<file path="config.mk">
export PLATFORM = sky130hd
export DESIGN_NAME = port_rx_sink
export DESIGN_NICKNAME = d
export VERILOG_FILES = /design/src/rtl/port_rx_sink_pkg.sv /design/src/rtl/port_rx_sink_fifo.sv /design/src/rtl/port_rx_sink.sv
export SDC_FILE = /design/constraint.sdc
export NUM_CORES = 1
export LEC_CHECK = 0
export CORE_MARGIN = 2
export CORE_UTILIZATION = 45
export CTS_CLUSTER_SIZE = 24
export DETAILED_ROUTE_END_ITERATION = 12
export PLACE_DENSITY = 0.67
export SLEW_MARGIN = 15
export SYNTH_ARGS = -nofsm -noshare
export SYNTH_HDL_FRONTEND = slang
export SYNTH_SLANG_ARGS = --single-unit
</file>
<file path="constraint.sdc">
create_clock -name clk -period 3.6 [get_ports clk]
set_input_delay 0.36 -clock clk [delete_from_list [all_inputs] [get_ports clk]]
set_output_delay 0.36 -clock clk [all_outputs]
set_load 0.01 [all_outputs]
</file>
<file path="src/rtl/port_rx_sink_pkg.sv">
// Shared types and helpers for the egress receiver slice.
package port_rx_sink_pkg;

  localparam int         PACKET_WIDTH = 16;
  localparam int         SEQ_W        = 6;
  localparam logic [1:0] TYPE_RSVD    = 2'b11;

  // Packet layout, MSB first: payload[15:10], type[9:8], target[7:4], source[3:0]
  typedef struct packed {
    logic [SEQ_W-1:0] payload;
    logic [1:0]       typ;
    logic [3:0]       tgt;
    logic [3:0]       src;
  } pkt_t;

  typedef enum logic [1:0] {
    RUN  = 2'b00,
    HALT = 2'b01
  } rx_state_e;

  // True when exactly one bit of a 4-bit port mask is set
  function automatic logic is_onehot4(input logic [3:0] v);
    return (v != 4'b0000) && ((v & (v - 4'b0001)) == 4'b0000);
  endfunction

  // Index of the set bit of a one-hot 4-bit mask (caller guarantees one-hot)
  function automatic logic [1:0] onehot_idx(input logic [3:0] v);
    logic [1:0] idx;
    case (v)
      4'b0010: idx = 2'd1;
      4'b0100: idx = 2'd2;
      4'b1000: idx = 2'd3;
      default: idx = 2'd0;
    endcase
    return idx;
  endfunction

endpackage

</file>
<file path="src/rtl/port_rx_sink_fifo.sv">
// First-word-fall-through capture buffer. A pop in the same cycle as a push
// into a full buffer frees the slot first, so the push is accepted (wr_ok).
module rx_capture_fifo #(
  parameter int DEPTH = 8,
  parameter int W     = 16
) (
  input  logic         clk,
  input  logic         rst,
  input  logic         wr_en,
  input  logic [W-1:0] wr_data,
  input  logic         rd_en,
  output logic [W-1:0] rd_data,
  output logic         empty,
  output logic         full,
  output logic         wr_ok
);
  localparam int AW = $clog2(DEPTH);

  logic [W-1:0]  mem_q [DEPTH];
  logic [AW-1:0] wr_ptr_q, wr_ptr_d, rd_ptr_q, rd_ptr_d;
  logic [AW:0]   cnt_q, cnt_d;
  logic          push_s, pop_s;

  // Status, read-credit arbitration and next-pointer computation
  always_comb begin
    empty    = (cnt_q == {(AW+1){1'b0}});
    full     = (cnt_q == (AW+1)'(DEPTH));
    pop_s    = rd_en && !empty;
    wr_ok    = !full || pop_s;
    push_s   = wr_en && wr_ok;
    wr_ptr_d = push_s ? wr_ptr_q + {{(AW-1){1'b0}}, 1'b1} : wr_ptr_q;
    rd_ptr_d = pop_s  ? rd_ptr_q + {{(AW-1){1'b0}}, 1'b1} : rd_ptr_q;
    cnt_d    = cnt_q + (AW+1)'(push_s) - (AW+1)'(pop_s);
    rd_data  = empty ? {W{1'b0}} : mem_q[rd_ptr_q];
  end

  // Pointer and occupancy registers
  always_ff @(posedge clk) begin
    if (rst) begin
      wr_ptr_q <= {AW{1'b0}};
      rd_ptr_q <= {AW{1'b0}};
      cnt_q    <= {(AW+1){1'b0}};
    end else begin
      wr_ptr_q <= wr_ptr_d;
      rd_ptr_q <= rd_ptr_d;
      cnt_q    <= cnt_d;
    end
  end

  // Storage array; contents need no reset since reads are masked while empty
  always_ff @(posedge clk) begin
    if (push_s) begin
      mem_q[wr_ptr_q] <= wr_data;
    end
  end

endmodule

</file>
<file path="src/rtl/port_rx_sink.sv">
// Egress receiver for one switch output port: captures packets into a FWFT
// buffer, checks routing/source/type, keeps saturating per-source and overflow
// counters, sticky error flags and a RUN/HALT capture FSM.
// Optional feature macro: RX_SEQ_CHECK_EN (per-source sequence checking).
module port_rx_sink
  import port_rx_sink_pkg::*;
#(
  parameter int PORT_ID  = 0,
  parameter int RX_DEPTH = 8,
  parameter int CNT_W    = 16
) (
  input  logic                    clk,
  input  logic                    rst,
  input  logic                    valid_out,
  input  logic [PACKET_WIDTH-1:0] pkt_out,
  input  logic                    clr,
  input  logic                    halt_on_err,
  input  logic                    rd_en,
  output logic [PACKET_WIDTH-1:0] rd_data,
  output logic                    rd_empty,
  output logic [4*CNT_W-1:0]      rx_count,
  output logic [CNT_W-1:0]        ovf_count,
  output logic [3:0]              err_flags,
  output logic [1:0]              state_o
);
  localparam logic [CNT_W-1:0] CNT_MAX = {CNT_W{1'b1}};
  localparam logic [3:0]       OWN_SRC = 4'b0001 << PORT_ID;

  pkt_t                  pkt_s;
  rx_state_e             state_q;
  logic                  take_s, check_s, wr_ok_s, full_s;
  logic                  route_err_s, src_err_s, type_err_s, seq_err_s;
  logic [1:0]            src_idx_s;
  logic [3:0][CNT_W-1:0] rx_count_q, rx_count_d;
  logic [CNT_W-1:0]      ovf_q, ovf_d;
  logic [3:0]            err_q, err_d;

  assign pkt_s   = pkt_t'(pkt_out);
  // HALT ignores the port entirely; clr in the same cycle captures without checking
  assign take_s  = valid_out && (state_q != HALT);
  assign check_s = take_s && !clr;

  rx_capture_fifo #(
    .DEPTH (RX_DEPTH),
    .W     (PACKET_WIDTH)
  ) u_fifo (
    .clk     (clk),
    .rst     (rst),
    .wr_en   (take_s),
    .wr_data (pkt_s),
    .rd_en   (rd_en),
    .rd_data (rd_data),
    .empty   (rd_empty),
    .full    (full_s),
    .wr_ok   (wr_ok_s)
  );

  // Format and routing checks on the incoming packet
  always_comb begin
    route_err_s = (pkt_s.tgt[PORT_ID] == 1'b0);
    src_err_s   = !is_onehot4(pkt_s.src) || (pkt_s.src == OWN_SRC);
    type_err_s  = (pkt_s.typ == TYPE_RSVD);
    src_idx_s   = onehot_idx(pkt_s.src);
  end

`ifdef RX_SEQ_CHECK_EN
  logic [3:0][SEQ_W-1:0] exp_q, exp_d;

  // Per-source expected sequence number; a mismatch flags and resyncs
  always_comb begin
    exp_d     = exp_q;
    seq_err_s = 1'b0;
    if (clr) begin
      exp_d = {(4*SEQ_W){1'b0}};
    end else if (check_s && !src_err_s) begin
      seq_err_s        = (pkt_s.payload != exp_q[src_idx_s]);
      exp_d[src_idx_s] = pkt_s.payload + {{(SEQ_W-1){1'b0}}, 1'b1};
    end else begin
      exp_d = exp_q;
    end
  end

  // Expected-sequence table registers
  always_ff @(posedge clk) begin
    if (rst) begin
      exp_q <= {(4*SEQ_W){1'b0}};
    end else begin
      exp_q <= exp_d;
    end
  end
`else
  assign seq_err_s = 1'b0;
`endif

  // Next values of counters and sticky flags
  always_comb begin
    rx_count_d = rx_count_q;
    ovf_d      = ovf_q;
    err_d      = err_q;
    if (clr) begin
      rx_count_d = {(4*CNT_W){1'b0}};
      ovf_d      = {CNT_W{1'b0}};
      err_d      = 4'b0000;
    end else begin
      if (take_s && !wr_ok_s && (ovf_q != CNT_MAX)) begin
        ovf_d = ovf_q + {{(CNT_W-1){1'b0}}, 1'b1};
      end else begin
        ovf_d = ovf_q;
      end
      if (check_s) begin
        err_d = err_q | {seq_err_s, type_err_s, src_err_s, route_err_s};
      end else begin
        err_d = err_q;
      end
      if (check_s && !src_err_s && (rx_count_q[src_idx_s] != CNT_MAX)) begin
        rx_count_d[src_idx_s] = rx_count_q[src_idx_s] + {{(CNT_W-1){1'b0}}, 1'b1};
      end else begin
        rx_count_d = rx_count_q;
      end
    end
  end

  // Counter and flag registers
  always_ff @(posedge clk) begin
    if (rst) begin
      rx_count_q <= {(4*CNT_W){1'b0}};
      ovf_q      <= {CNT_W{1'b0}};
      err_q      <= 4'b0000;
    end else begin
      rx_count_q <= rx_count_d;
      ovf_q      <= ovf_d;
      err_q      <= err_d;
    end
  end

  // Capture FSM: halt on any error when enabled, clr resumes; illegal codes recover to RUN
  always_ff @(posedge clk) begin
    if (rst) begin
      state_q <= RUN;
    end else begin
      case (state_q)
        RUN: begin
          if (clr) begin
            state_q <= RUN;
          end else if (halt_on_err && (err_d != 4'b0000)) begin
            state_q <= HALT;
          end else begin
            state_q <= RUN;
          end
        end
        HALT: begin
          if (clr) begin
            state_q <= RUN;
          end else begin
            state_q <= HALT;
          end
        end
        default: state_q <= RUN;
      endcase
    end
  end

  assign rx_count  = rx_count_q;
  assign ovf_count = ovf_q;
  assign err_flags = err_q;
  assign state_o   = state_q;

endmodule
</file>
==> impl_metrics.csv, run 1 <==
group,metric,value,unit
power_and_ir_drop,switchingPower,0.00175,W
yosys,syn_nets,779,
routing,totalWireLength,23.7,mm
yosys,ys_warn_count,0,
power_and_ir_drop,peakVddDrop,0.307,mV
worst_setup_path,cp_max_fo,11,
cts,clockBufferDepth,3,
final_layout,final_util,58.5,%
run,cap_violations,0,
yosys,synth_ff_type,"edfxtp_1",
routing,antenna_left,0,
sta,max_slew_margin,37.1,%
yosys,async_reset_ff_share,0,%
floorplan,std_cell_rows,53,
sta,rsz0062_at_grt,"no",
yosys,synth.most_common_cell,"edfxtp_1",
final_layout,nets,938,
yosys,synth_area,9680,um^2
placed_design,dp.cells,1154,
min_path,min_path_type,"in2reg",
yosys,synth_top_area_share,39.7,%
min_path,min_to,"state_o[0]$_SDFF_PP0_",
global_route,antenna_found_initial,0,
worst_setup_path,r2r_cells,12,
global_route,grt_pass1_wl,37.4,mm
sta,fin_crit_sh,88.3,%
placed_design,post-place-ws,-50.2,ps
global_route,grt_max_degree,52,
floorplan,ioPinCount,125,
floorplan,fp.dieArea,22700,um^2
sta,fmax,315,MHz
cts,post-cts-setup-buffers,0,
final_layout,syn2layout_area_growth,27.4,%
cts,cts_root_buffer,"clkbuf_16",
global_route,gr-total-overflow,0,
worst_setup_path,crit_arrival,3550,ps
worst_setup_path,worstSetupPathType,"in2reg",
placed_design,port_buffers,123,
worst_setup_path,critPathRequiredTime,3970,ps
sta,fin_crit,3180,ps
outcome,status,"completed",
final_layout,nFillCells,1697,
min_path,hold_path_depth,3,
floorplan,die_width,151,um
power_and_ir_drop,swShare,25.4,%
power_and_ir_drop,combPwrFrac,21.0,%
cts,cts_htree_levels,1,
routing,drtIter0Drc,314,
yosys,synth-seq-area-share,60.0,%
power_and_ir_drop,power.share.clock,36.7,%
sta,fin_skew,6.14,ps
worst_setup_path,cp-end-kind,"register",
final_layout,drive_gt1_share,18.8,%
yosys,ys_top_cells_by_count,"edfxtp_1 (128), dfxtp_1 (98), nor2_1 (65)",
placed_design,placed_area,11500,um^2
worst_setup_path,reg2reg_from,"rx_count[32]$_SDFFE_PP0P_",
yosys,synth_area_leader_cell,"edfxtp_1",
cts,holdBufCountCts,0,
floorplan,core_area,21100,um^2
cts,clkSinkCount,226,
sta,worst_slack,421,ps
routing,wl_per_cell,19.8,um
floorplan,die_h,151,um
routing,vias_per_cell,5.59,
final_layout,final_area,12300,um^2
power_and_ir_drop,power.total,0.00688,W
yosys,synth_edf_count,128,
power_and_ir_drop,cellPowerDensity,558,nW/um^2
placed_design,place_congestion,0.886,
placed_design,hpwlAfterDp,15.6,mm
yosys,ys_top_cells_by_area,"edfxtp_1 (40%), dfxtp_1 (20%), mux4_2 (7.4%), a21oi_1 (2.7%), nor2_1 (2.5%)",
global_route,track_usage,21.3,%
routing,first_pass_iters,4,
power_and_ir_drop,power.leakage,4.02,nW
cts,clkLatencyLatePin,520,ps
cts,cts_tree,"done",
global_route,grt_pass1_vias,6761,
min_path,hp-start,"halt_on_err",
worst_setup_path,cp-start-kind,"input port",
sta,drv_slew,0,
power_and_ir_drop,p_int,0.00513,W
floorplan,start_util,45.9,%
final_layout,fin_cells,1198,
worst_setup_path,reg2reg_slack,1060,ps
cts,cts_made_buffers,24,
power_and_ir_drop,seqPwrFrac,42.3,%
routing,post-route-drc-count,0,
sta,tightest_slew,943,ps
sta,hold_viol_final,0,
routing,vias,6698,
cts,clkTransAtPathRegs,60,ps
sta,setup_violations,0,
yosys,synth_area_per_cell,13.0,um^2
cts,post_cts_resized,0,
yosys,yosysUniqueCellTypes,48,
worst_setup_path,r2r-end,"rx_count[21]$_SDFFE_PP0P_",
yosys,synth-seq-cells,226,
yosys,synthCells,746,
-- power groups by stage --
| stage | logic (W) | clock network, W | registers, W |
|---|---|---|---|
| CTS | 0.00147 | 0.00257 | 0.00291 |
| finish | 0.00145 | 0.00253 | 0.00291 |
| floorplan | 0.000903 | 0 | 0.00295 |
| detailed placement | 0.00146 | 0 | 0.00296 |
| global placement | 0.00146 | 0 | 0.00296 |
| global route | 0.00160 | 0.00266 | 0.00292 |
-- per-stage QoR --
| stage | TNS (ps) | hold slack, ps |
|---|---|---|
| CTS | 0 | 449 |
| floorplan | 0 | 432 |
| finish | 0 | 457 |
| global placement | -4.71 | 482 |
| global route | 0 | 507 |
| detailed placement | -410 | 481 |
-- worst max-delay path: stages --
cell,delay (ps)
clkdlybuf4s50_1,590
or4b_1,720
o221ai_1,270
inv_1,90
ha_1,230
o2111ai_1,160
nor4_4,90
and4_1,200
nor2_2,660
a211oi_1,160
-- flip-flops by register name (all words and copies together), names as in the netlist, named ones only --
signal / cells
err_flags: 4
ovf_count: 16
rx_count: 64
state_o: 1
u_fifo.cnt_q: 4
u_fifo.mem_q: 128
u_fifo.rd_ptr_q: 3
u_fifo.wr_ptr_q: 3
-- cell families after synthesis --
| family | after synthesis | synth area share [%] |
|---|---|---|
| multiplexers | 49 | 9.20 |
| adder cells (fa/ha/maj) | 11 | 1.50 |
| XOR/XNOR | 34 | 3.08 |
| AO/OA/AOI/OAI | 128 | 9.69 |
| buffers and inverters | 65 | 3.41 |
| flip-flops | 226 | 60.0 |
| AND/OR/NAND/NOR | 232 | 13.1 |
| other | 1 | 0.0387 |
-- cells in the final DEF (no fill, tap or decap), types with 19 or more instances in the layout --
master / Yosys / routed
clkbuf_16: 0 / 24
and2_1: 20 / 20
dfxtp_1: 98 / 97
nor3_1: 37 / 32
nand3_1: 20 / 20
buf_4: 5 / 58
nor3b_1: 32 / 32
edfxtp_1: 128 / 128
xnor2_1: 23 / 23
nand2_1: 20 / 20
o21ai_0: 19 / 19
nor2_1: 65 / 65
a21oi_1: 53 / 53
clkdlybuf4s50_1: 0 / 123
mux4_2: 32 / 32
-- metal layers --
layer	track usage (%)	part of all wire, %
met2	34.0	47
met5	0	0
met1	29.9	44
met3	4.27	6.9
met4	5.70	1.8
-- final cells by class --
class,count,area (um^2),share of cell area (%)
antenna,1,2.50,0.0203
clock buffer,29,629,5.10
clock inverter,14,183,1.48
inverter,13,48.8,0.396
multi-input combinational,455,3580,29.0
sequential,226,5810,47.1
tap,275,344,2.79
timing repair buffer,185,1750,14.2
-- worst max path at each step --
stage | slack, ps | cells after the start | startpoint | endpoint
global route | 260 | 10 | pkt_out[2] | rx_count[16]$_SDFFE_PP0P_
global placement | -5 | 10 | pkt_out[2] | rx_count[16]$_SDFFE_PP0P_
detailed placement | -50 | 10 | pkt_out[2] | rx_count[16]$_SDFFE_PP0P_
floorplan | 490 | 14 | pkt_out[2] | rx_count[21]$_SDFFE_PP0P_
CTS | 450 | 10 | pkt_out[2] | rx_count[16]$_SDFFE_PP0P_
finish | 420 | 10 | pkt_out[2] | rx_count[16]$_SDFFE_PP0P_
Note: power is estimated with default switching activity, not from simulation.
==> run 2, diff against run 1 <==
--- a/config.mk
+++ b/config.mk
@@ -6,10 +6,9 @@
 export NUM_CORES = 1
 export LEC_CHECK = 0
 export CORE_MARGIN = 2
-export CORE_UTILIZATION = 45
+export CORE_UTILIZATION = 40
 export CTS_CLUSTER_SIZE = 24
 export DETAILED_ROUTE_END_ITERATION = 12
-export PLACE_DENSITY = 0.67
 export SLEW_MARGIN = 15
 export SYNTH_ARGS = -nofsm -noshare
 export SYNTH_HDL_FRONTEND = slang
==> run 2 against run 1 <==
Combinational power barely moved. Hold slack got worse by 10 ps. Sequential power barely moved. Power fell by 1.2%. First-iteration DRC count rose by 23%. Fmax fell by 3.0%.
==> impl_metrics.csv, run 2 (synthesis gave the netlist of run 1 again) <==
group,metric,value,unit
floorplan,ioPinCount,125,
worst_setup_path,cp-end-kind,"register",
routing,post-route-drc-count,0,
run,cap_violations,0,
cts,clkTransAtPathRegs,60,ps
sta,fin_crit_sh,91.1,%
floorplan,die_h,160,um
power_and_ir_drop,seqPwrFrac,42.7,%
final_layout,syn2layout_area_growth,27.6,%
sta,fin_skew,18.6,ps
worst_setup_path,r2r_cells,12,
cts,clockBufferDepth,3,
final_layout,drive_gt1_share,18.6,%
final_layout,layout_common_cells,"edfxtp_1 (128), clkdlybuf4s50_1 (123), dfxtp_1 (97)",
worst_setup_path,critical_path_depth,10,
sta,setup_violations,0,
placed_design,port_buffers,123,
cts,cts_root_buffer,"clkbuf_16",
final_layout,top_register,"u_fifo.mem_q",
final_layout,nets,934,
cts,cts_tree,"done",
routing,wl_per_cell,18.9,um
cts,post_cts_resized,0,
sta,worst_slack,322,ps
power_and_ir_drop,cellPowerDensity,550,nW/um^2
global_route,gr-total-overflow,0,
floorplan,start_util,41.0,%
placed_design,hpwlAfterDp,15.4,mm
power_and_ir_drop,peakVddDrop,0.390,mV
floorplan,std_cell_rows,56,
floorplan,core_area,23600,um^2
sta,tightest_slew,869,ps
sta,holdWs,447,ps
sta,fmax,305,MHz
global_route,antenna_found_initial,1,
min_path,hold_path_depth,3,
power_and_ir_drop,switchingPower,0.00177,W
sta,drv_slew,0,
global_route,track_usage,18.3,%
sta,fin_crit,3280,ps
floorplan,fp.dieArea,25500,um^2
global_route,grt_max_degree,47,
cts,clkSinkCount,226,
min_path,min_path_type,"in2reg",
cts,cts_made_buffers,25,
power_and_ir_drop,power.share.clock,35.9,%
worst_setup_path,cp_num_buf_inv,2,
sta,max_slew_margin,42.0,%
worst_setup_path,worstSetupPathType,"in2reg",
final_layout,final_common_cell,"edfxtp_1",
placed_design,place_congestion,0.837,
worst_setup_path,cp-start-kind,"input port",
worst_setup_path,cp_max_fo,11,
routing,antenna_left,0,
cts,clkLatencyLatePin,530,ps
routing,drtIter0Drc,386,
global_route,grt_pass1_vias,6522,
floorplan,die_width,160,um
cts,holdBufCountCts,0,
worst_setup_path,slowest_delay,690,ps
routing,vias,6558,
routing,vias_per_cell,5.29,
outcome,status,"completed",
power_and_ir_drop,power.leakage,3.99,nW
placed_design,dp.cells,1193,
power_and_ir_drop,combPwrFrac,21.4,%
final_layout,fin_cells,1239,
worst_setup_path,crit_chain,"clkdlybuf4s50_1 > or4b_1 > o221ai_1 > inv_1 > ha_1 > o2111ai_1 > nor4_4 > and4_1 > nor2_2 > a211oi_1",
worst_setup_path,critPathRequiredTime,3970,ps
worst_setup_path,crit_slowest_cell,"nor2_2",
sta,hold_viol_final,0,
global_route,grt_pass1_wl,37.1,mm
routing,totalWireLength,23.4,mm
final_layout,largest_reg_flops,128,
cts,post-cts-setup-buffers,0,
sta,rsz0062_at_grt,"no",
power_and_ir_drop,swShare,26.0,%
placed_design,post-place-ws,-125,ps
worst_setup_path,crit_arrival,3650,ps
power_and_ir_drop,power.total,0.00680,W
cts,cts_htree_levels,1,
worst_setup_path,crit_family,"simple AND/OR/NAND/NOR gates",
power_and_ir_drop,p_int,0.00503,W
routing,first_pass_iters,4,
[run 2: cell types whose count changed in the layout (fill, tap and decap cells not counted)]
cell | before | now
clkinvlp_2 | 0 | 1
clkbuf_1 | 4 | 3
inv_16 | 0 | 1
clkinvlp_4 | 0 | 1
buf_4 | 58 | 52
bufinv_16 | 4 | 1
clkinv_8 | 1 | 0
clkbuf_16 | 24 | 25
clkbuf_8 | 1 | 4
buf_12 | 4 | 5
[run 2: final timing paths]
path,startpoint,to,slack (ps)
hold / removal,halt_on_err,state_o[0]$_SDFF_PP0_,450
setup reg to reg,rx_count[32]$_SDFFE_PP0P_,rx_count[59]$_SDFFE_PP0P_,890
setup / recovery,pkt_out[2],rx_count[16]$_SDFFE_PP0P_,320
hold reg to reg,rx_count[11]$_SDFFE_PP0P_,rx_count[11]$_SDFFE_PP0P_,490
[run 2: tightest hold or removal path, cell delays in order]
cell and delay [ps]:
clkdlybuf4s50_1 400, a21oi_1 120, nor2_1 40
[run 2: routing by layer]
layer / share of wire, % / vias to the layer above / GRT usage, %
met3: 6.4 / 41 / 3.65
met5: 0 / - / 0
met4: 2.2 / 0 / 5.58
li1: - / 3116 / -
met2: 46 / 225 / 29.6
met1: 45 / 3176 / 24.8
[run 2: area by class of cell]
cell class / count / area [um^2]
antenna: 1 / 2.50
sequential: 226 / 5810
timing repair buffer: 180 / 1720
fill: 2033 / 11300
tap: 319 / 399
inverter: 13 / 48.8
clock buffer: 32 / 692
multi-input combinational: 455 / 3580
clock inverter: 13 / 109
[run 2: power by group through the flow]
stage	Combinational (W)	Sequential [W]	Clock, W
after global placement	0.00147	0.00296	0
final	0.00145	0.00290	0.00244
after global routing	0.00160	0.00291	0.00262
after CTS	0.00148	0.00290	0.00250
after floorplan	0.000903	0.00295	0
after detailed placement	0.00148	0.00296	0
[run 2: stage by stage]
step                      area (um^2)  setup TNS (ps)  util [%]
after CTS                       12400               0      52.3
after floorplan                  9680               0         -
after detailed placement        11600           -1220      48.9
after global routing            12400               0      52.3
final                           12400               0      52.3
after global placement          11600            -579      48.9
